==> config.mk <==
export PLATFORM = sky130hd
export DESIGN_NAME = div_unit
export DESIGN_NICKNAME = d
export VERILOG_FILES = /design/src/rtl/div_unit_pkg.sv /design/src/rtl/div_unit_step.sv /design/src/rtl/div_unit.sv
export SDC_FILE = /design/constraint.sdc
export NUM_CORES = 1
export LEC_CHECK = 0
export CAP_MARGIN = 40
export CORE_ASPECT_RATIO = 1.25
export CORE_MARGIN = 2
export CORE_UTILIZATION = 45
export CTS_BUF_LIST = sky130_fd_sc_hd__clkbuf_4 sky130_fd_sc_hd__clkbuf_8 sky130_fd_sc_hd__clkbuf_16
export CTS_CLUSTER_DIAMETER = 100
export DETAILED_ROUTE_END_ITERATION = 10
export PLACE_DENSITY = 0.66
export SETUP_SLACK_MARGIN = 0.3
export SYNTH_ARGS = -nofsm -noshare
export SYNTH_HDL_FRONTEND = slang
export SYNTH_SLANG_ARGS = --single-unit
==> constraint.sdc <==
create_clock -name clock -period 4.2 [get_ports clock]
set_clock_uncertainty 0.15 [all_clocks]
set_input_delay 0.42 -clock clock [delete_from_list [all_inputs] [get_ports clock]]
set_output_delay 0.42 -clock clock [all_outputs]
set_load 0.01 [all_outputs]
==> src/rtl/div_unit_pkg.sv <==
// -----------------------------------------------------------------------------
// div_unit_pkg
// Shared wires package for the execute-stage units. It holds the divider's
// port bundles (div_in_type / div_out_type), its one-hot op select
// (div_op_type), the FSM state type and two small two's-complement helpers.
//
// Optional feature: DIV_EARLY_EN (see div_unit.sv) -- no package content
// depends on it.
// -----------------------------------------------------------------------------
package div_unit_pkg;

  localparam int XLEN  = 32;
  localparam int CNT_W = 5;

  // One-hot operation select; exactly one field is expected to be set.
  typedef struct packed {
    logic div;
    logic divu;
    logic rem;
    logic remu;
  } div_op_type;

  typedef struct packed {
    logic [XLEN-1:0] rs1;     // dividend
    logic [XLEN-1:0] rs2;     // divisor
    div_op_type      div_op;  // op select
    logic            enable;  // start pulse
    logic            clear;   // flush
  } div_in_type;

  typedef struct packed {
    logic [XLEN-1:0] res;     // result, zero unless ready
    logic            ready;   // one-cycle result-valid pulse
  } div_out_type;

  typedef enum logic [1:0] {
    IDLE   = 2'd0,
    BUSY   = 2'd1,
    FINISH = 2'd2
  } div_state_type;

  // Two's-complement negation.
  function automatic logic [XLEN-1:0] twos_neg(input logic [XLEN-1:0] v);
    return (~v) + 32'd1;
  endfunction

  // Magnitude of v when treated as signed; raw v otherwise.
  // abs(0x80000000) stays 0x80000000, which is the correct unsigned magnitude.
  function automatic logic [XLEN-1:0] abs_if(input logic [XLEN-1:0] v,
                                             input logic            is_signed);
    logic [XLEN-1:0] r;
    if (is_signed && v[XLEN-1]) begin
      r = twos_neg(v);
    end else begin
      r = v;
    end
    return r;
  endfunction

endpackage

==> src/rtl/div_unit_step.sv <==
// -----------------------------------------------------------------------------
// div_step
// One restoring-division iteration, purely combinational.
//   rem_in  : current partial remainder (always < divisor in normal operation)
//   bit_in  : next dividend bit shifted into the remainder
//   divisor : divisor magnitude
//   rem_out : partial remainder after the trial subtract / restore
//   q_bit   : quotient bit produced by this iteration
// -----------------------------------------------------------------------------
module div_step
  import div_unit_pkg::*;
(
  input  logic [XLEN-1:0] rem_in,
  input  logic            bit_in,
  input  logic [XLEN-1:0] divisor,
  output logic [XLEN-1:0] rem_out,
  output logic            q_bit
);

  logic [XLEN:0] shifted_s;
  logic [XLEN:0] diff_s;

  assign shifted_s = {rem_in, bit_in};
  // Because shifted < 2*divisor, a 33-bit difference is enough: bit 32 is set
  // exactly when the trial subtract goes negative.
  assign diff_s    = shifted_s - {1'b0, divisor};

  // Keep the difference when it is non-negative, otherwise restore.
  always_comb begin
    rem_out = shifted_s[XLEN-1:0];
    q_bit   = 1'b0;
    if (diff_s[XLEN]) begin
      rem_out = shifted_s[XLEN-1:0];
      q_bit   = 1'b0;
    end else begin
      rem_out = diff_s[XLEN-1:0];
      q_bit   = 1'b1;
    end
  end

endmodule

==> src/rtl/div_unit.sv <==
// -----------------------------------------------------------------------------
// div_unit
// RV32M DIV / DIVU / REM / REMU using an iterative restoring divider that
// retires one quotient bit per cycle (32 BUSY cycles, then FINISH).
//
// Ports
//   reset   : synchronous, active-high
//   clock   : rising-edge clock
//   div_in  : rs1, rs2, one-hot div_op, enable (start), clear (flush)
//   div_out : res (zero unless ready), ready (one-cycle pulse)
//
// Latency: enable sampled at edge N -> ready high after edge N+33.
//
// Optional feature: define DIV_EARLY_EN to let divide-by-zero and signed
// overflow skip BUSY (IDLE -> FINISH), giving ready after edge N+1. Without
// it those cases walk the full sequence and yield the same values.
// -----------------------------------------------------------------------------
module div_unit
  import div_unit_pkg::*;
(
  input  logic        reset,
  input  logic        clock,
  input  div_in_type  div_in,
  output div_out_type div_out
);

`ifdef DIV_EARLY_EN
  localparam logic EARLY_EN = 1'b1;
`else
  localparam logic EARLY_EN = 1'b0;
`endif

  div_state_type    state_r, state_s;
  logic [CNT_W-1:0] cnt_r;
  logic [XLEN-1:0]  rem_r;     // partial remainder
  logic [XLEN-1:0]  quo_r;     // dividend bits shift out the top, quotient bits in the bottom
  logic [XLEN-1:0]  dvs_r;     // divisor magnitude
  logic             want_rem_r, neg_q_r, neg_r_r, dbz_r, ovf_r;
  logic [XLEN-1:0]  res_r;
  logic             ready_r;

  logic             is_signed_s, want_rem_s, dbz_s, ovf_s, special_s, start_s;
  logic [XLEN-1:0]  step_rem_s;
  logic             step_q_s;
  logic [XLEN-1:0]  q_fin_s, r_fin_s, res_fin_s;

  assign is_signed_s = div_in.div_op.div | div_in.div_op.rem;
  assign want_rem_s  = (div_in.div_op.rem | div_in.div_op.remu) &
                       ~(div_in.div_op.div | div_in.div_op.divu);
  assign dbz_s       = (div_in.rs2 == 32'd0);
  assign ovf_s       = is_signed_s && (div_in.rs1 == 32'h8000_0000) &&
                       (div_in.rs2 == 32'hFFFF_FFFF);
  assign special_s   = dbz_s | ovf_s;
  assign start_s     = (state_r == IDLE) && div_in.enable && !div_in.clear;

  div_step u_step (
    .rem_in  (rem_r),
    .bit_in  (quo_r[XLEN-1]),
    .divisor (dvs_r),
    .rem_out (step_rem_s),
    .q_bit   (step_q_s)
  );

  // Next-state logic: clear always returns to IDLE, FINISH lasts one cycle.
  always_comb begin
    state_s = state_r;
    case (state_r)
      IDLE: begin
        if (start_s) begin
          if (EARLY_EN && special_s) begin
            state_s = FINISH;
          end else begin
            state_s = BUSY;
          end
        end else begin
          state_s = IDLE;
        end
      end
      BUSY: begin
        if (div_in.clear) begin
          state_s = IDLE;
        end else if (cnt_r == 5'd0) begin
          state_s = FINISH;
        end else begin
          state_s = BUSY;
        end
      end
      FINISH:  state_s = IDLE;
      default: state_s = IDLE;
    endcase
  end

  // Sign correction and the RV32M corner-case overrides for the final result.
  always_comb begin
    q_fin_s   = quo_r;
    r_fin_s   = rem_r;
    res_fin_s = 32'd0;
    if (dbz_r) begin
      q_fin_s = 32'hFFFF_FFFF;
    end else if (ovf_r) begin
      q_fin_s = 32'h8000_0000;
    end else if (neg_q_r) begin
      q_fin_s = twos_neg(quo_r);
    end else begin
      q_fin_s = quo_r;
    end
    // A zero-divisor remainder equals |rs1| here, so the dividend sign restores rs1.
    if (ovf_r) begin
      r_fin_s = 32'd0;
    end else if (neg_r_r) begin
      r_fin_s = twos_neg(rem_r);
    end else begin
      r_fin_s = rem_r;
    end
    if (want_rem_r) begin
      res_fin_s = r_fin_s;
    end else begin
      res_fin_s = q_fin_s;
    end
  end

  // FSM state register.
  always_ff @(posedge clock) begin
    if (reset) begin
      state_r <= IDLE;
    end else begin
      state_r <= state_s;
    end
  end

  // Datapath: operand capture, iteration and registered result/ready.
  always_ff @(posedge clock) begin
    if (reset) begin
      cnt_r      <= 5'd0;
      rem_r      <= 32'd0;
      quo_r      <= 32'd0;
      dvs_r      <= 32'd0;
      want_rem_r <= 1'b0;
      neg_q_r    <= 1'b0;
      neg_r_r    <= 1'b0;
      dbz_r      <= 1'b0;
      ovf_r      <= 1'b0;
      res_r      <= 32'd0;
      ready_r    <= 1'b0;
    end else begin
      ready_r <= 1'b0;
      res_r   <= 32'd0;
      case (state_r)
        IDLE: begin
          if (start_s) begin
            want_rem_r <= want_rem_s;
            neg_q_r    <= is_signed_s & (div_in.rs1[XLEN-1] ^ div_in.rs2[XLEN-1]);
            neg_r_r    <= is_signed_s & div_in.rs1[XLEN-1];
            dbz_r      <= dbz_s;
            ovf_r      <= ovf_s;
            dvs_r      <= abs_if(div_in.rs2, is_signed_s);
            quo_r      <= abs_if(div_in.rs1, is_signed_s);
            cnt_r      <= 5'd31;
            // When BUSY is skipped the remainder path must already hold |rs1|.
            if (EARLY_EN && dbz_s) begin
              rem_r <= abs_if(div_in.rs1, is_signed_s);
            end else begin
              rem_r <= 32'd0;
            end
          end
        end
        BUSY: begin
          if (!div_in.clear) begin
            rem_r <= step_rem_s;
            quo_r <= {quo_r[XLEN-2:0], step_q_s};
            if (cnt_r != 5'd0) begin
              cnt_r <= cnt_r - 5'd1;
            end else begin
              cnt_r <= 5'd0;
            end
          end
        end
        FINISH: begin
          if (!div_in.clear) begin
            ready_r <= 1'b1;
            res_r   <= res_fin_s;
          end
        end
        default: begin
          ready_r <= 1'b0;
          res_r   <= 32'd0;
        end
      endcase
    end
  end

  assign div_out.res   = res_r;
  assign div_out.ready = ready_r;

endmodule

==> results by stage, run 1 <==
Hold path:
- The kind of path behind the tightest hold check is in2reg.
- The worst hold path was traced through 2 stages.
- For hold timing, the worst endpoint is quo_r[1]$_SDFFE_PP0P_.
- The startpoint of the lowest-slack hold path is reset.

Routing:
- The post-detailed-route via-to-cell ratio is 5.68.
- The final wirelength is 28.4 mm.
- The number of vias in the routed layout is 9506.
- The iteration count of the initial detailed-routing pass is 4.
- The detailed router's first-iteration violation count is 632.
- The detail route stage leaves a number of antenna-violating nets equal to 0.
- The number of remaining DRC errors is 0.
- Dividing the detail-routed wire length by the instance count gives 17.0 um.

Setup path:
- The critical path goes through or4_4, or3_4, nor4b_4, nand3_2, or3_4, o31ai_4, xnor2_1, a21oi_1, a211oi_1.
- In this run the critical register-to-register path is captured at res_r[25]$_SDFF_PP0_.
- The most numerous cell type found on the critical path is or3_4.
- The family with the most delay on the worst path is simple AND/OR/NAND/NOR gates.
- At the worst endpoint, the required time is 4.32 ns.
- The number of cell instances on the worst register-to-register path is 9.
- The largest single stage delay on the critical path is 0.60 ns.
- The critical path contains buffers and inverters numbering 0 combined.
- The worst setup path is captured at a register.
- The internal reg-to-reg setup slack is 0.73 ns.
- The startpoint class of the critical path is a register.
- The critical path arrival is 3.60 ns.
- Along the worst path, the maximum fanout reaches 8.
- The worst reg2reg path startpoint is rem_r[10]$_SDFFE_PP0P_.
- By startpoint and endpoint, the worst setup path is classified as reg2reg.
- On the critical path, the stage with the largest delay is an instance of or4_4.

Synth:
- The most used flip-flop cell after synthesis is dfxtp_1.
- The area share of the largest cell type after synthesis is 28.3%.
- The summed instance area of the synthesized netlist is 9990 sq um.
- The simple-gate share of the synthesized area is 20.3%.
- After synthesis, the most frequently instantiated cells are dfxtp_1, nor2_1, a21oi_1.
- In the synthesized netlist, mux cells make up 3.31% of the area.
- By area, the combinational part of the netlist is dominated by compound AO/OA/AOI/OAI gates.
- After synthesis the netlist holds a flip-flop and latch count of 141.
- The synthesized design spends more area on one cell type than any other, namely dfxtp_1.
- In this run the mean area of a mapped cell was 7.64 sq um.
- The Yosys step of the flow raised 0 warnings.
- The post-synthesis xor/xnor area fraction is 12.4%.
- For this run, asynchronously set or reset flops after synthesis account for 0%.
- The share of the synthesized area in compound gates (AO/OA/AOI/OAI) is 25.0%.
- Sorting the synthesized cells by area gives the leading types as dfxtp_1, xnor2_1, a21oi_1.
- The distinct cell type count after synthesis is 67.
- For this run, the register share of the synthesized area comes to 28.3%.
- When the netlist entered floorplanning its net count stood at 1418.
- By instance count, the leading cell after synthesis is dfxtp_1.
- Counting every instance in the synthesized netlist gives 1307.
- The number of flops mapped to enable cells by yosys is 0.
- The adder-cell share of the synthesized area is 4.96%.

STA:
- The part of the cycle the worst path needs is 82.7%.
- The relative max-transition margin is 51.5%.
- The final period demand of the worst path is 3.47 ns.
- Setup violations remaining at the end of the flow were counted as 0.
- The maximum achievable frequency is 288 MHz.
- The summed negative setup slack over all endpoints is 0 ns.
- The max-slew violation total from the final report came to 0.
- The final number of hold-violating endpoints is 0.
- At the pin with the least slew margin, the transition time is 0.724 ns.
- Setup repair after global routing left no endpoint under its margin.

Global route:
- The number of antenna violations at the first check in global routing was 0.
- Entering global routing, the biggest net connects 62 pins.
- The number of global-route vias before repair is 8771.
- Global routing consumed, over all layers together, 24.8% of the routing resources.
- The remaining global-route overflow is 0.
- The first global-routing pass estimated 45.9 mm of wire.

Cells and area:
- The number of diodes added for antenna fixing is 0.
- In the final layout, flip-flops and latches occupy 2820 sq um.
- The final design instance area without fill is 11900 sq um.
- The area taken by multi-input logic gates is 6620 sq um.
- Compared with the post-synthesis result, the final layout area differs by 19.5%.
- In the final layout, the share of cells above drive strength 1 is 6.31%.
- After filler insertion, the fill cell instance count of the layout stands at 2033.
- The final layout net count is 1493.

Clock tree:
- The number of setup buffers added after CTS is 0.
- Clock-pin slew was measured on the worst setup and hold paths at 0.06 ns.
- The quantity of gates resized following cts is 0.
- In this run, post-CTS hold repair placed 0 buffers.
- Clock tree synthesis inserted a total of 17 buffers.
- The later pin in the worst-skew pair is clocked with a latency of 0.43 ns.
- The CTS tree is done.
- The largest buffer count on any clock path is 2.
- The clock root buffer is clkbuf_16.
- The clock net sink count is 141.
- CTS built an H-tree with a depth of 4.

Floorplanning:
- 105 I/O pins were placed.
- The floorplan step defined a die boundary enclosing 23400 sq um.
- The core region area is 21700 sq um.
- The width of the die is 137 um.
- The starting density of the core is 46.0%.
- The floorplan has 60 rows.
- The chip height is 171 um.

Place:
- Routability-driven placement finished with a final weighted congestion of 0.903.
- The port buffer count is 104.
- The HPWL reported at the end of detailed placement is 21.5 mm.
- The placement-stage cell area is 11300 sq um.

Run:
- Across the run, the number of max-cap violations was 0.

Power and ir drop:
- The peak supply drop is 0.291 mV.
- The total power divided by cell area is 327 nW/um^2.
- The analysis attributes to cell leakage a power of 4.31 nW.

Outcome:
- The run finished with clean final reports.
==> routing by layer <==
metal  vias up  GRT usage, %  share of wire [%]
li1       4837             -                  -
met1      4339          34.5                 46
met2       293          38.8                 46
met3        37          3.70                5.3
met4         0          9.19                2.8
met5         -             0                  0
==> logic make-up after synthesis <==
kind of cell | after synthesis
AO/OA/AOI/OAI | 398
XOR/XNOR | 140
adder cells (fa/ha/maj) | 39
buffers and inverters | 136
flip-flops | 141
multiplexers | 33
AND/OR/NAND/NOR | 420
==> per-stage QoR <==
| stage | hold slack (ns) | util (%) | std cells | total power (W) | worst slack [ns] |
|---|---|---|---|---|---|
| floorplan | 0.266 | - | 1307 | 0.00203 | 1.01 |
| global placement | 0.276 | 51.8 | 1638 | 0.00228 | 0.610 |
| detailed placement | 0.287 | 52.1 | 1642 | 0.00229 | 0.592 |
| CTS | 0.232 | 55.0 | 1674 | 0.00392 | 0.716 |
| global route | 0.266 | 55.0 | 1674 | 0.00407 | 0.401 |
| finish | 0.245 | 55.0 | 1674 | 0.00391 | 0.725 |
==> flip-flops by register name, summed over array words and instances (netlist names) <==
signal	flops
quo_r	32
dbz_r	1
ovf_r	1
cnt_r	5
want_rem_r	1
dvs_r	32
rem_r	32
ready_r	1
neg_q_r	1
state_r	2
res_r	32
neg_r_r	1
==> layout make-up <==
type / count / share of cell area (%)
tap: 279 / 2.93
clock buffer: 17 / 3.57
multi-input combinational: 1030 / 55.5
timing repair buffer: 133 / 10.8
inverter: 59 / 1.86
sequential: 141 / 23.7
clock inverter: 15 / 1.75
==> how the worst max path moves through the flow <==
stage	end	slack, ns	depth (start not counted)	startpoint
3_3_place_gp	quo_r[25]$_SDFFE_PP0P_	0.61	11	div_in[50]
5_1_grt	quo_r[0]$_SDFFE_PP0P_	0.40	14	quo_r[31]$_SDFFE_PP0P_
3_5_place_dp	quo_r[29]$_SDFFE_PP0P_	0.59	11	div_in[50]
4_1_cts	quo_r[0]$_SDFFE_PP0P_	0.72	14	quo_r[31]$_SDFFE_PP0P_
6_report	res_r[25]$_SDFF_PP0_	0.73	9	rem_r[10]$_SDFFE_PP0P_
2_1_floorplan	rem_r[21]$_SDFFE_PP0P_	1.01	14	quo_r[31]$_SDFFE_PP0P_
==> where the power goes <==
group,switching (W),internal (W)
logic,0.000450,0.000358
clock network,0.000635,0.00100
registers,0.0000681,0.00139
==> layout by cell type (no fill, tap or decap), types with 42 or more instances in the layout <==
master	count
a21oi_1	132
xor2_1	58
clkdlybuf4s50_1	103
o21ai_0	58
a211oi_1	48
nor2_1	138
o21ai_1	42
nand2_1	128
dfxtp_1	140
xnor2_1	81
inv_1	59
No activity file was read; power rests on OpenSTA's default activity.
==> run 2, diff against run 1 <==
- clock period: 4.2 -> 3.4 ns (I/O delays scaled with it)
==> run 2 against run 1 <==
Effect of this change:
- hold slack improved by 0.056 ns
- critical path type unchanged
- setup slack got worse by 0.42 ns
- clock power increased by 10%
==> results by stage, run 2 (same netlist as run 1, synthesis figures left out) <==
Global route:
- The number of global-route vias before repair was 8847 (was 8771).
- The met2 track utilization from global routing came to 40.3% (was 38.8%).
- The maximum number of pins on one net before global-route repair is 69 (was 62).
- The first-pass GRT wire length is 46.1 mm (was 45.9 mm).
- The global routing usage on met3 is 3.59% (was 3.70%).
- The busiest layer in global routing is met2 (unchanged).
- The overall global routing resource usage is 25.1% (was 24.8%).
- The number of antenna violations at the first check in global routing is 0 (unchanged).
- The remaining global-route overflow came to 0 (unchanged).
- The met1 track utilization from global routing came to 34.6% (was 34.5%).

STA:
- The final-layout worst hold slack is 0.300 ns (was 0.245 ns).
- The final period demand of the worst path is 3.10 ns (was 3.47 ns).
- The summed negative setup slack over all endpoints was 0 ns (unchanged).
- Unrepaired setup endpoints after global routing: true (was false).
- The total setup violations reported at the end of the flow is 0 (unchanged).
- The relative max-transition margin came to 45.8% (was 51.5%).
- The transition time at the pin with the least slew margin came to 0.813 ns (was 0.724 ns).
- The maximum achievable frequency came to 323 MHz (was 288 MHz).
- The part of the cycle the worst path needs came to 91.1% (was 82.7%).
- The final number of hold-violating endpoints is 0 (unchanged).
- The max-slew violation total from the final report came to 0 (unchanged).

Hold path:
- The startpoint of the lowest-slack hold path is cnt_r[4]$_SDFFE_PP0P_ (was reset).
- The cell depth of the worst min-delay path is 1 (was 2).
- The kind of path behind the tightest hold check is reg2reg (was in2reg).
- The destination of the worst hold path is state_r[1]$_SDFF_PP0_ (was quo_r[1]$_SDFFE_PP0P_).

Outcome:
- Result of the run: finished clean (unchanged).

Setup path:
- The startpoint class of the critical path is a register (unchanged).
- The capture point of the worst reg-to-reg path was res_r[25]$_SDFF_PP0_ (unchanged).
- The critical path arrival is 3.27 ns (was 3.60 ns).
- The worst reg2reg path startpoint is rem_r[10]$_SDFFE_PP0P_ (unchanged).
- The peak fanout along the critical path came to 5 (was 8).
- The required time of the critical path is 3.58 ns (was 4.32 ns).
- The critical setup path kind is reg2reg (unchanged).
- The number of cell instances on the worst register-to-register path was 9 (unchanged).
- The nature of the critical path endpoint is a register (unchanged).
- The internal reg-to-reg setup slack was 0.30 ns (was 0.73 ns).

Cells and area:
- The commonest non-fill, non-tap cell in the layout is dfxtp_1 (unchanged).
- The number of diodes added for antenna fixing is 0 (unchanged).
- The final layout net count is 1551 (was 1493).
- The number of filler cells placed in the layout was 2040 (was 2033).
- The final non-filler cell total was 1731 (was 1674).
- The ratio of cells with drive above 1 in the final layout is 12.3% (was 6.31%).
- The growth of design area from synthesis to finish came to 25.6% (was 19.5%).
- Commonest cells after routing, fill and taps aside: dfxtp_1, nor2_1, nand2_1 (was dfxtp_1, nor2_1, a21oi_1).

Routing:
- The iteration count of the initial detailed-routing pass was 7 (was 4).
- The number of nets with antenna violations after detailed routing came to 0 (unchanged).
- The number of remaining DRC errors is 0 (unchanged).
- The number of vias in the routed layout is 9721 (was 9506).
- The final wirelength is 29.0 mm (was 28.4 mm).
- The post-detailed-route via-to-cell ratio is 5.62 (was 5.68).
- The mean routed wirelength per cell came to 16.8 um (was 17.0 um).
- The detailed router's first-iteration violation count was 641 (was 632).

Place:
- The port buffer count is 104 (unchanged).
- The HPWL reported at the end of detailed placement is 22.2 mm (was 21.5 mm).
- The number of placed instances, taps included is 1688 (was 1642).
- The final RePlAce weighted congestion is 0.889 (was 0.903).

Floorplanning:
- The core region area is 21700 sq um (unchanged).
- The chip height was 171 um (unchanged).
- The number of standard-cell rows in the floorplan is 60 (unchanged).
- The starting density of the core is 46.0% (unchanged).
- The area enclosed by the die boundary is 23400 sq um (unchanged).
- The total I/O pin count came to 105 (unchanged).
- The width of the die is 137 um (unchanged).

Power and ir drop:
- The total leakage power was 4.63 nW (was 4.31 nW).
- The peak supply drop came to 0.382 mV (was 0.291 mV).
- The total power divided by cell area is 376 nW/um^2 (was 327 nW/um^2).
- The total power consumption of the routed design came to 0.00471 W (was 0.00391 W).

Clock tree:
- The CTS H-tree depth came to 4 (unchanged).
- The largest buffer count on any clock path is 2 (unchanged).
- The clock net sink count is 141 (unchanged).
- The clock latency on the worst-skew pair was 0.43 ns (about the same).
- The clock-pin slew reported for the worst setup and hold paths after clock tree synthesis was 0.06 ns (about the same).
- The clock buffer count from CTS is 17 (unchanged).
- The clock root buffer is clkbuf_16 (unchanged).
- The CTS tree is done (unchanged).

Run:
- The total of max-cap violations is 0 (unchanged).
run 2: final cells by class:
type / count / area (sq um) / area share, %
Multi-Input combinational cell: 1030 / 6810 / 54.2
Sequential cell: 141 / 2830 / 22.5
Timing Repair Buffer: 191 / 1780 / 14.2
Clock buffer: 22 / 482 / 3.84
Tap cell: 279 / 349 / 2.78
Inverter: 59 / 221 / 1.77
Clock inverter: 9 / 87.6 / 0.698
run 2: worst max-delay path by stage:
stage	start	to	cells after the start	slack, ns
2_1_floorplan	quo_r[31]$_SDFFE_PP0P_	rem_r[21]$_SDFFE_PP0P_	14	0.32
3_5_place_dp	div_in[51]	quo_r[29]$_SDFFE_PP0P_	12	0.08
4_1_cts	rem_r[10]$_SDFFE_PP0P_	res_r[25]$_SDFF_PP0_	9	0.24
5_1_grt	quo_r[31]$_SDFFE_PP0P_	rem_r[19]$_SDFFE_PP0P_	15	0.15
3_3_place_gp	div_in[51]	quo_r[31]$_SDFFE_PP0P_	11	0.11
6_report	rem_r[10]$_SDFFE_PP0P_	res_r[25]$_SDFF_PP0_	9	0.30
run 2: per-stage QoR:
stage	util, %	area (sq um)	setup slack [ns]
2_1_floorplan	-	10000	0.317
3_3_place_gp	53.8	11700	0.106
3_5_place_dp	53.8	11700	0.0842
4_1_cts	56.8	12300	0.236
5_1_grt	57.8	12500	0.152
6_report	57.8	12500	0.303
run 2: power breakdown:
part           internal (W)  leakage [nW]  switching, W
combinational      0.000505          3.21      0.000600
sequential          0.00172          1.15     0.0000770
clock               0.00108         0.271      0.000737
run 2: critical path, cell delays in order (launching register included):
cell and delay [ns]:
dfxtp_2 0.33, or4_4 0.57, or3_4 0.36, nor4b_4 0.28
nand3_2 0.15, or3_4 0.44, o31ai_4 0.19, xnor2_1 0.16
a21oi_1 0.11, a211oi_2 0.25
run 2: repair_timing:
| action | CTS | global route |
|---|---|---|
| hold buffers | 0 | 0 |
| setup endpoints to repair | 37 | 44 |
| hold endpoints to repair | 0 | 0 |
| cloned | 1 | 1 |
| resized for setup | 7 | 37 |
| pin swaps | 3 | 22 |
| setup buffers | 4 | 6 |
run 2: per-layer routing:
| layer | up-vias | routed length, um |
|---|---|---|
| met5 | - | 0 |
| li1 | 4940 | - |
| met2 | 278 | 13500 |
| met3 | 42 | 1360 |
| met1 | 4461 | 13500 |
| met4 | 0 | 680 |
==> run 3, diff against run 2 <==
- GPL_TIMING_DRIVEN: unset -> 0
==> run 3 against run 2 <==
Effect of this change:
- final cell count up 0.92%
- setup slack lost 0.066 ns
- sequential power hardly changed
- highest routed layer unchanged
==> results by stage, run 3 (same netlist as run 1, synthesis figures left out) <==
STA:
- Unrepaired setup endpoints after global routing: true (unchanged).
- The worst path setup slack after routing came to 0.237 ns (was 0.303 ns).
- The final-layout worst hold slack is 0.299 ns (was 0.300 ns).
- The maximum achievable frequency came to 316 MHz (was 323 MHz).
- The total setup violations reported at the end of the flow is 0 (unchanged).
- The part of the cycle the worst path needs is 93.0% (was 91.1%).
- The relative max-transition margin is 50.7% (was 45.8%).
- The max-slew violation total from the final report is 0 (unchanged).
- The final period demand of the worst path is 3.16 ns (was 3.10 ns).
- The transition time at the pin with the least slew margin is 0.732 ns (was 0.813 ns).
- The final number of hold-violating endpoints came to 0 (unchanged).

Place:
- The number of placed instances, taps included came to 1690 (was 1688).
- The final RePlAce weighted congestion is 0.922 (was 0.889).
- The worst-case setup slack after placement was -0.254 ns (was 0.0842 ns).
- The port buffer count came to 103 (was 104).
- The HPWL reported at the end of detailed placement is 23.6 mm (was 22.2 mm).
- The placement-stage cell area is 11400 sq um (was 11700 sq um).

Routing:
- The iteration count of the initial detailed-routing pass is 7 (unchanged).
- The detailed router's first-iteration violation count is 595 (was 641).
- The post-detailed-route via-to-cell ratio is 5.78 (was 5.62).
- The final wirelength is 31.4 mm (was 29.0 mm).
- The number of nets with antenna violations after detailed routing is 0 (unchanged).
- The number of remaining DRC errors came to 0 (unchanged).
- The number of vias in the routed layout was 10100 (was 9721).
- The mean routed wirelength per cell is 18.0 um (was 16.8 um).

Cells and area:
- The final design instance area without fill was 12600 sq um (was 12500 sq um).
- The commonest non-fill, non-tap cell in the layout is nor2_1 (was dfxtp_1).
- The sequential cell area is 2850 sq um (was 2830 sq um).
- The area taken by multi-input logic gates is 6910 sq um (was 6810 sq um).
- Commonest cells after routing, fill and taps aside: nor2_1, dfxtp_1, nand2_1 (was dfxtp_1, nor2_1, nand2_1).
- The final non-filler cell total is 1747 (was 1731).
- The number of filler cells placed in the layout is 2070 (was 2040).
- The growth of design area from synthesis to finish came to 26.1% (was 25.6%).
- The final layout net count is 1569 (was 1551).
- The ratio of cells with drive above 1 in the final layout was 10.6% (was 12.3%).
- The number of diodes added for antenna fixing is 0 (unchanged).

Power and ir drop:
- The total leakage power came to 4.53 nW (was 4.63 nW).
- The switching portion of total power is 30.0% (about the same).
- The clock network fraction of total power is 37.5% (was 38.5%).
- The peak supply drop came to 0.339 mV (was 0.382 mV).
- The part of the total power dissipated in sequential elements came to 38.6% (was 38.1%).
- The design internal power was 0.00325 W (was 0.00330 W).
- The switching power summed over all nets was 0.00140 W (was 0.00141 W).
- The total power divided by cell area is 369 nW/um^2 (was 376 nW/um^2).
- The combinational share of power is 23.9% (was 23.4%).

Clock tree:
- The CTS H-tree depth was 4 (unchanged).
- The clock latency on the worst-skew pair was 0.43 ns (about the same).
- The number of hold buffers added after cts is 0 (unchanged).
- The clock-pin slew reported for the worst setup and hold paths after clock tree synthesis was 0.06 ns (about the same).
- The CTS tree is done (unchanged).
- The clock buffer count from CTS is 17 (unchanged).
- The clock root buffer was clkbuf_16 (unchanged).
- The largest buffer count on any clock path came to 2 (unchanged).
- The clock net sink count came to 141 (unchanged).

Global route:
- The number of antenna violations at the first check in global routing is 0 (unchanged).
- The maximum number of pins on one net before global-route repair is 17 (was 69).
- The overall global routing resource usage is 26.4% (was 25.1%).
- The number of global-route vias before repair is 9265 (was 8847).
- The first-pass GRT wire length is 48.2 mm (was 46.1 mm).
- The remaining global-route overflow is 0 (unchanged).

Hold path:
- The kind of path behind the tightest hold check is reg2reg (unchanged).
- The cell depth of the worst min-delay path is 1 (unchanged).
- The destination of the worst hold path is state_r[1]$_SDFF_PP0_ (unchanged).
- The startpoint of the lowest-slack hold path is cnt_r[4]$_SDFFE_PP0P_ (unchanged).

Floorplanning:
- The total I/O pin count is 105 (unchanged).
- The core region area is 21700 sq um (unchanged).
- The width of the die came to 137 um (unchanged).
- The number of standard-cell rows in the floorplan is 60 (unchanged).
- The chip height is 171 um (unchanged).
- The area enclosed by the die boundary is 23400 sq um (unchanged).
- The starting density of the core is 46.0% (unchanged).

Setup path:
- The internal reg-to-reg setup slack came to 0.24 ns (was 0.30 ns).
- The capture point of the worst reg-to-reg path is res_r[21]$_SDFF_PP0_ (was res_r[25]$_SDFF_PP0_).
- The nature of the critical path endpoint is a register (unchanged).
- The number of cell instances on the worst register-to-register path is 10 (was 9).
- The critical setup path kind is reg2reg (unchanged).
- The worst reg2reg path startpoint is rem_r[12]$_SDFFE_PP0P_ (was rem_r[10]$_SDFFE_PP0P_).
- The required time of the critical path is 3.54 ns (was 3.58 ns).
- The startpoint class of the critical path is a register (unchanged).
- The critical path arrival is 3.30 ns (was 3.27 ns).
- The peak fanout along the critical path is 2 (was 5).

Outcome:
- Result of the run: finished clean (unchanged).

Run:
- The total of max-cap violations is 0 (unchanged).
==> run 3: cell types whose count changed in the layout (fill, tap and decap cells not counted), sizes merged <==
cell,before,now
clkbuf,23,87
clkinvlp,4,3
inv,60,59
buf,87,41
==> run 3: final cells by class <==
cell class                 instances  area share (%)
buffer                            77            3.16
clock buffer                      22            3.78
clock inverter                     7           0.536
multi-input combinational       1030            54.8
timing repair buffer             132            10.5
sequential                       141            22.7
inverter                          59            1.78
tap                              279            2.77
==> run 3: layer usage <==
metal	track usage [%]	vias up	wire [um]
met5	0	-	0
met4	11.7	0	1240
met3	3.59	71	1440
met2	42.7	343	14500
met1	35.0	4703	14300
li1	-	4974	-
==> run 3: metrics by stage <==
step | util (%) | total power [W] | TNS (ns)
after global routing | 58.1 | 0.00485 | 0
after detailed placement | 52.6 | 0.00284 | -7.22
after CTS | 56.5 | 0.00460 | 0
final | 58.1 | 0.00465 | 0
after global placement | 52.6 | 0.00283 | -8.27
after floorplan | - | 0.00251 | 0
==> run 3: how the worst max path moves through the flow <==
stage | startpoint | end | cells past startpoint
after global routing | rem_r[12]$_SDFFE_PP0P_ | res_r[21]$_SDFF_PP0_ | 10
after CTS | quo_r[31]$_SDFFE_PP0P_ | rem_r[22]$_SDFFE_PP0P_ | 15
after floorplan | quo_r[31]$_SDFFE_PP0P_ | rem_r[21]$_SDFFE_PP0P_ | 14
final | rem_r[12]$_SDFFE_PP0P_ | res_r[21]$_SDFF_PP0_ | 10
after detailed placement | div_in[39] | quo_r[28]$_SDFFE_PP0P_ | 12
after global placement | quo_r[31]$_SDFFE_PP0P_ | rem_r[12]$_SDFFE_PP0P_ | 14
==> run 3: power by group through the flow <==
stage | combinational, W | sequential (W) | clock (W)
global placement | 0.00100 | 0.00183 | 0
global route | 0.00122 | 0.00180 | 0.00183
finish | 0.00111 | 0.00180 | 0.00174
floorplan | 0.000713 | 0.00180 | 0
detailed placement | 0.00101 | 0.00183 | 0
CTS | 0.00105 | 0.00179 | 0.00176
==> run 3: what timing repair did <==
action / CTS / global route
pin swaps: 20 / 17
endpoints found under the setup margin: 43 / 52
gates resized for setup: 41 / 54
setup buffers: 16 / 9
gates cloned: 1 / 2
==> run 3: worst max-delay path, cell delays in order (launching register included) <==
cell      delay [ns]
dfxtp_4         0.36
or4_4           0.54
or3_4           0.42
nor4b_4         0.31
nand3_2         0.13
buf_4           0.17
o41ai_1         0.34
xor2_1          0.28
nand2_1         0.10
o211ai_1        0.11
a21oi_1         0.10
